===== src/rtl/run_detect_seq.sv =====
// run_detect_seq: bit-serial run-of-ones detector with a configurable run length.
// Each accepted byte is shifted LSB-first through a saturating run counter; the
// number of bit positions where the run reached the latched length is returned
// per word, and a saturating running total of those counts is kept.
module run_detect_seq #(
   parameter int DATA_W = 8,
   parameter int LEN_W  = 3,
   parameter int TOT_W  = 16,
   localparam int CNT_W = $clog2(DATA_W + 1)
) (
   input  logic              clk,
   input  logic              rst,
   input  logic              clr,
   input  logic [LEN_W-1:0]  cfg_len,
   input  logic              in_valid,
   output logic              in_ready,
   input  logic [DATA_W-1:0] in_data,
   output logic              det,
   output logic              out_valid,
   input  logic              out_ready,
   output logic [CNT_W-1:0]  out_count,
   output logic              out_hit,
   output logic [TOT_W-1:0]  total_count
);

   typedef enum logic [1:0] {
      IDLE  = 2'd0,
      SHIFT = 2'd1,
      HOLD  = 2'd2
   } state_t;

   state_t              state;
   state_t              state_nx;
   logic [DATA_W-1:0]   shreg;
   logic [DATA_W-1:0]   shreg_nx;
   logic [CNT_W-1:0]    bit_idx;
   logic [CNT_W-1:0]    bit_idx_nx;
   logic [CNT_W-1:0]    hit_cnt;
   logic [CNT_W-1:0]    hit_cnt_nx;
   logic [LEN_W-1:0]    run_cnt;
   logic [LEN_W-1:0]    run_cnt_nx;
   logic [LEN_W-1:0]    len_q;
   logic [LEN_W-1:0]    len_q_nx;
   logic [TOT_W-1:0]    total_nx;
   logic                det_nx;
   logic                out_hit_nx;
   logic                bit_b;
   logic [TOT_W:0]      sum;

   // Handshake flags decode straight from the state register.
   assign in_ready  = (state == IDLE);
   assign out_valid = (state == HOLD);
   assign out_count = hit_cnt;

   // Next-state and datapath update; clr overrides run tracking and the total.
   always_comb begin
      state_nx   = state;
      shreg_nx   = shreg;
      bit_idx_nx = bit_idx;
      hit_cnt_nx = hit_cnt;
      run_cnt_nx = run_cnt;
      len_q_nx   = len_q;
      total_nx   = total_count;
      bit_b      = 1'b0;
      sum        = {1'b0, total_count} + {{(TOT_W + 1 - CNT_W){1'b0}}, hit_cnt};
      case (state)
         IDLE: begin
            if (in_valid) begin
               shreg_nx   = in_data;
               len_q_nx   = (cfg_len == {LEN_W{1'b0}}) ? LEN_W'(1) : cfg_len;
               bit_idx_nx = {CNT_W{1'b0}};
               hit_cnt_nx = {CNT_W{1'b0}};
               // A run carried from the previous word must not exceed the new length.
               if (run_cnt > len_q_nx) begin
                  run_cnt_nx = len_q_nx;
               end else begin
                  run_cnt_nx = run_cnt;
               end
               state_nx   = SHIFT;
            end else begin
               state_nx   = IDLE;
            end
         end
         SHIFT: begin
            bit_b      = shreg[0];
            shreg_nx   = shreg >> 1;
            bit_idx_nx = bit_idx + CNT_W'(1);
            // Run counter saturates at the latched length, so it can never wrap.
            if (bit_b) begin
               run_cnt_nx = (run_cnt == len_q) ? len_q : (run_cnt + LEN_W'(1));
            end else begin
               run_cnt_nx = {LEN_W{1'b0}};
            end
            if (bit_b && (run_cnt_nx == len_q)) begin
               hit_cnt_nx = hit_cnt + CNT_W'(1);
            end else begin
               hit_cnt_nx = hit_cnt;
            end
            if (bit_idx == CNT_W'(DATA_W - 1)) begin
               state_nx = HOLD;
            end else begin
               state_nx = SHIFT;
            end
         end
         HOLD: begin
            if (out_ready) begin
               total_nx = sum[TOT_W] ? {TOT_W{1'b1}} : sum[TOT_W-1:0];
               state_nx = IDLE;
            end else begin
               state_nx = HOLD;
            end
         end
         default: begin
            state_nx = IDLE;
         end
      endcase
      // clr: the bit consumed this edge still shifts out but is neither counted
      // nor allowed to start a run; hits already counted for the word survive.
      if (clr) begin
         run_cnt_nx = {LEN_W{1'b0}};
         total_nx   = {TOT_W{1'b0}};
         if (state == SHIFT) begin
            hit_cnt_nx = hit_cnt;
         end else begin
            hit_cnt_nx = hit_cnt_nx;
         end
      end else begin
         run_cnt_nx = run_cnt_nx;
      end
      det_nx     = (run_cnt_nx == len_q_nx) && (len_q_nx != {LEN_W{1'b0}});
      out_hit_nx = (hit_cnt_nx != {CNT_W{1'b0}});
   end

   // FSM state register.
   always_ff @(posedge clk) begin
      if (rst) begin
         state <= IDLE;
      end else begin
         state <= state_nx;
      end
   end

   // Datapath and registered outputs.
   always_ff @(posedge clk) begin
      if (rst) begin
         shreg       <= {DATA_W{1'b0}};
         bit_idx     <= {CNT_W{1'b0}};
         hit_cnt     <= {CNT_W{1'b0}};
         run_cnt     <= {LEN_W{1'b0}};
         len_q       <= {LEN_W{1'b0}};
         total_count <= {TOT_W{1'b0}};
         det         <= 1'b0;
         out_hit     <= 1'b0;
      end else begin
         shreg       <= shreg_nx;
         bit_idx     <= bit_idx_nx;
         hit_cnt     <= hit_cnt_nx;
         run_cnt     <= run_cnt_nx;
         len_q       <= len_q_nx;
         total_count <= total_nx;
         det         <= det_nx;
         out_hit     <= out_hit_nx;
      end
   end

endmodule


===== config.mk =====
export PLATFORM = sky130hd
export DESIGN_NAME = run_detect_seq
export DESIGN_NICKNAME = d
export VERILOG_FILES = /design/src/rtl/run_detect_seq.sv
export SDC_FILE = /design/constraint.sdc
export NUM_CORES = 1
export LEC_CHECK = 0
export CAP_MARGIN = 20
export CORE_ASPECT_RATIO = 0.8
export CORE_MARGIN = 3
export CORE_UTILIZATION = 53
export DETAILED_ROUTE_END_ITERATION = 8
export PLACE_DENSITY_LB_ADDON = 0.15
export SLEW_MARGIN = 0
export SYNTH_ARGS = -nofsm -noshare
export SYNTH_HDL_FRONTEND = slang
export SYNTH_SLANG_ARGS = --single-unit

===== constraint.sdc =====
create_clock -name clk -period 2.5 [get_ports clk]
set_clock_uncertainty 0.05 [all_clocks]
set_input_delay 0.375 -clock clk [delete_from_list [all_inputs] [get_ports clk]]
set_output_delay 0.375 -clock clk [all_outputs]
set_load 0.02 [all_outputs]

==> results.md, run 1 <==
- Commonest non-fill, non-tap cell in the layout: dfxtp_1
- Die footprint: 0.00524 mm²
- Max-cap viol count: 0
- WL per Instance: 15.1 µm
- TritonCTS Buffers: 5
- Antenna violation net count after detailed routing: 0
- Hold Vio Cnt, Final: 0
- Startpoint of the lowest-slack hold path: shreg[3]
- Dpl hpwl: 3960 µm
- Via count: 2,182
- Post-layout minimum cycle time: 2.50 ns
- DRC: 0
- Reg-to-reg critical path startpoint: run_cnt[0]
- Number of warnings reported in the yosys synthesis log: 0
- Worst setup SP type: input port
- Total number of placement rows: 20
- FFs w/ async S/R, synth: 0%
- Antenna violations before repair: 0
- Post-synthesis instance total: roughly 280
- Wire length after detailed routing: 5790 µm
- Clock insertion delay at the later pin of the skew report: just under 0.3 ns
- Startpoint of the worst setup timing path: cfg_len[2]
- EDFF count, synth: 0
- Wire length of the first global-routing pass: 9560 µm
- Critical Path AT: 2.66 ns
- Power per standard cell area: 479 mW/mm²
- Placed instance count: 373
- Maximum count of clock buffers along a single path: 2
- Worst max-slew margin expressed relative to the limit: 69.4%
- Clock-pin slew reported for the worst setup and hold paths after clock tree synthesis: roughly 0.08 ns
- Maximum clock frequency: around 400 MHz
- Clock tree sinks: 42
- Flip-flop and latch count after synthesis: 42
- Peak supply drop: between 0.3 and 0.4 mV
- CTS tree: built
- Standard cell core area: 0.00400 mm²
- Non-Filler Cell Area, Final: 0.00309 mm²
- Setup-violating endpoint count in the final report: 0
- Slew at the pin with the worst max-slew slack: 0.456 ns
- Diode count: 0
- Post-route setup slack: about 0.0044 ns
- Commonest cells after routing, fill and taps aside: dfxtp_1 (41), clkdlybuf4s50_1 (38), nor2_1 (27)
- Total iterations of the first detailed-routing run: 5
- Clock tree root driver cell: clkbuf_8
- Outcome: complete, no violations
- Number of global-route vias before repair: 1,975
- P_leak: roughly 1.2 nW
- Share of the clock period used by the worst path after layout: 99.8%
- Max-slew violation total from the final report: 0
- Unrepaired setup endpoints after global routing: true
- Average footprint of a synthesized cell: between 8 and 9 µm²
- DRC violation total after the first TritonRoute iteration: 180
- CP Class: in -> reg
- Ys flop type: dfxtp_1
- Nets@finish: 356
- Post-Synthesis Cell Area: 0.00233 mm²
- Smallest hold slack: 0.428 ns
- Starting density of the core: approximately three fifths
- Total routing usage reported by global routing: a little under a quarter
- Share of synthesized area occupied by flip-flops and latches: 36.0%
- Data required time at the worst endpoint: ~2.7 ns
- Growth of design area from synthesis to finish: 32.2%
- Post-synth net total: 302
- Grt ovf: 0
- Crit path max fanout: 3
- Layout cell share with drive strength beyond 1: between 10% and 20%
- Vertical die dimension: 65.4 µm
- CTS H-Tree Depth: 2
- Crit. End Element: flip-flop
- Largest net degree at the start of global routing: 27
- Pre-CTS setup slack: -0.420 ns
- Total of buffers placed on input and output ports: 39
- Final cell count without fillers: 384
- Ports: 40
- Vias per std cell: 5.68
- Number of distinct library cell variants in the gate-level netlist after synthesis: 53
- RD Place Congestion: 0.927
- Path type of the worst min-delay path: reg -> reg
- Post-detailed-placement cell area: 0.00286 mm²
- Die width: 80.2 µm
worst max-delay path, cell delays in order:
cell,delay (ns)
clkdlybuf4s50_1,0.52
o21bai_2,0.09
ha_1,0.34
a31oi_4,0.19
and3_4,0.23
mux2_2,0.33
o211ai_1,0.23
xor2_1,0.13
a211oi_2,0.22
through the flow:
stage	util, %	power (mW)	TNS, ns
detailed placement	71.5	0.922	-0.889
floorplan	-	0.843	0
global placement	71.5	0.916	-0.504
finish	77.1	1.48	0
global route	77.1	1.54	-0.114
CTS	74.8	1.47	0
cells in the mapped netlist (4+ instances only):
library cell  count  share of area, %
a21oi_1          23               4.9
a311oi_1          8               3.0
a31oi_1           6               1.6
and3_1            6               1.6
clkbuf_1          9               1.4
dfxtp_1          42                36
ha_1             10               5.4
inv_1            13               2.1
mux2i_1           7               3.0
nand2_1          25               4.0
nand3_1          12               2.6
nor2_1           28               4.5
nor2b_1           7               1.9
nor3_1            5               1.1
o211ai_1          4               1.3
o21ai_0           8               1.7
xnor2_1           8               3.0
xor2_1            8               3.0
worst paths after layout:
path | endpoint | slack, ns | cells past startpoint
worst max register to register | det | 0.17 | 8
worst max-delay path | det | 0.004 | 9
worst min-delay path | shreg[2] | 0.43 | 2
worst min register to register | shreg[2] | 0.43 | 2
cells by family after synthesis:
group                      after synthesis  synth area share (%)
AOI/OAI and AO/OA                       67                  21.3
and+or+nand+nor                        105                  22.4
muxes                                    9                  3.97
DFF                                     42                  36.0
buffers and inverters                   25                  4.07
xor gates and xnor gates                16                  6.00
adders and majority gates               11                  6.22
routing by layer:
layer	vias up	part of all wire, %	track usage [%]
li1	1094	-	-
met1	1000	50	33.8
met2	76	43	33.5
met3	12	5.8	4.52
met4	0	1.4	7.81
met5	-	0	0
registers in the layout (all words and copies together), names as in the netlist:
| name | cells |
|---|---|
| total_count | 16 |
| shreg | 8 |
| bit_idx | 4 |
| out_count | 4 |
| len_q | 3 |
| run_cnt | 3 |
| state | 2 |
| det | 1 |
| out_hit | 1 |
repair_timing:
action / in CTS / in global routing
resized for setup: 2 / 10
buffers inserted: 1 / 3
hold endpoints to repair: 0 / 0
hold buffers: 0 / 0
setup endpoints to repair: 1 / 7
pin swaps: 3 / 10
report_power, final:
group | leakage (nW) | switching [mW] | internal, mW
Clock | 0.0573 | 0.224 | 0.319
Sequential | 0.342 | 0.0188 | 0.690
Combinational | 0.783 | 0.118 | 0.107
Total | 1.18 | 0.362 | 1.12
final cells by class:
| class | instances | area [µm²] |
|---|---|---|
| inverter | 14 | 52.6 |
| fill | 292 | 918 |
| tap | 55 | 68.8 |
| clock inverter | 1 | 30.0 |
| sequential | 42 | 842 |
| timing repair buffer | 58 | 536 |
| clock buffer | 6 | 82.6 |
| multi-input combinational | 208 | 1470 |
No activity file was read; power rests on OpenSTA's default activity.
==> run 2: changes to the inputs <==
--- a/config.mk
+++ b/config.mk
@@ -11,7 +11,6 @@
 export CORE_UTILIZATION = 53
 export DETAILED_ROUTE_END_ITERATION = 8
 export PLACE_DENSITY_LB_ADDON = 0.15
-export SLEW_MARGIN = 0
 export SYNTH_ARGS = -nofsm -noshare
 export SYNTH_HDL_FRONTEND = slang
 export SYNTH_SLANG_ARGS = --single-unit
==> results of run 2 <==
Same layout as run 1: the final DEF is identical, and so are final timing and power.
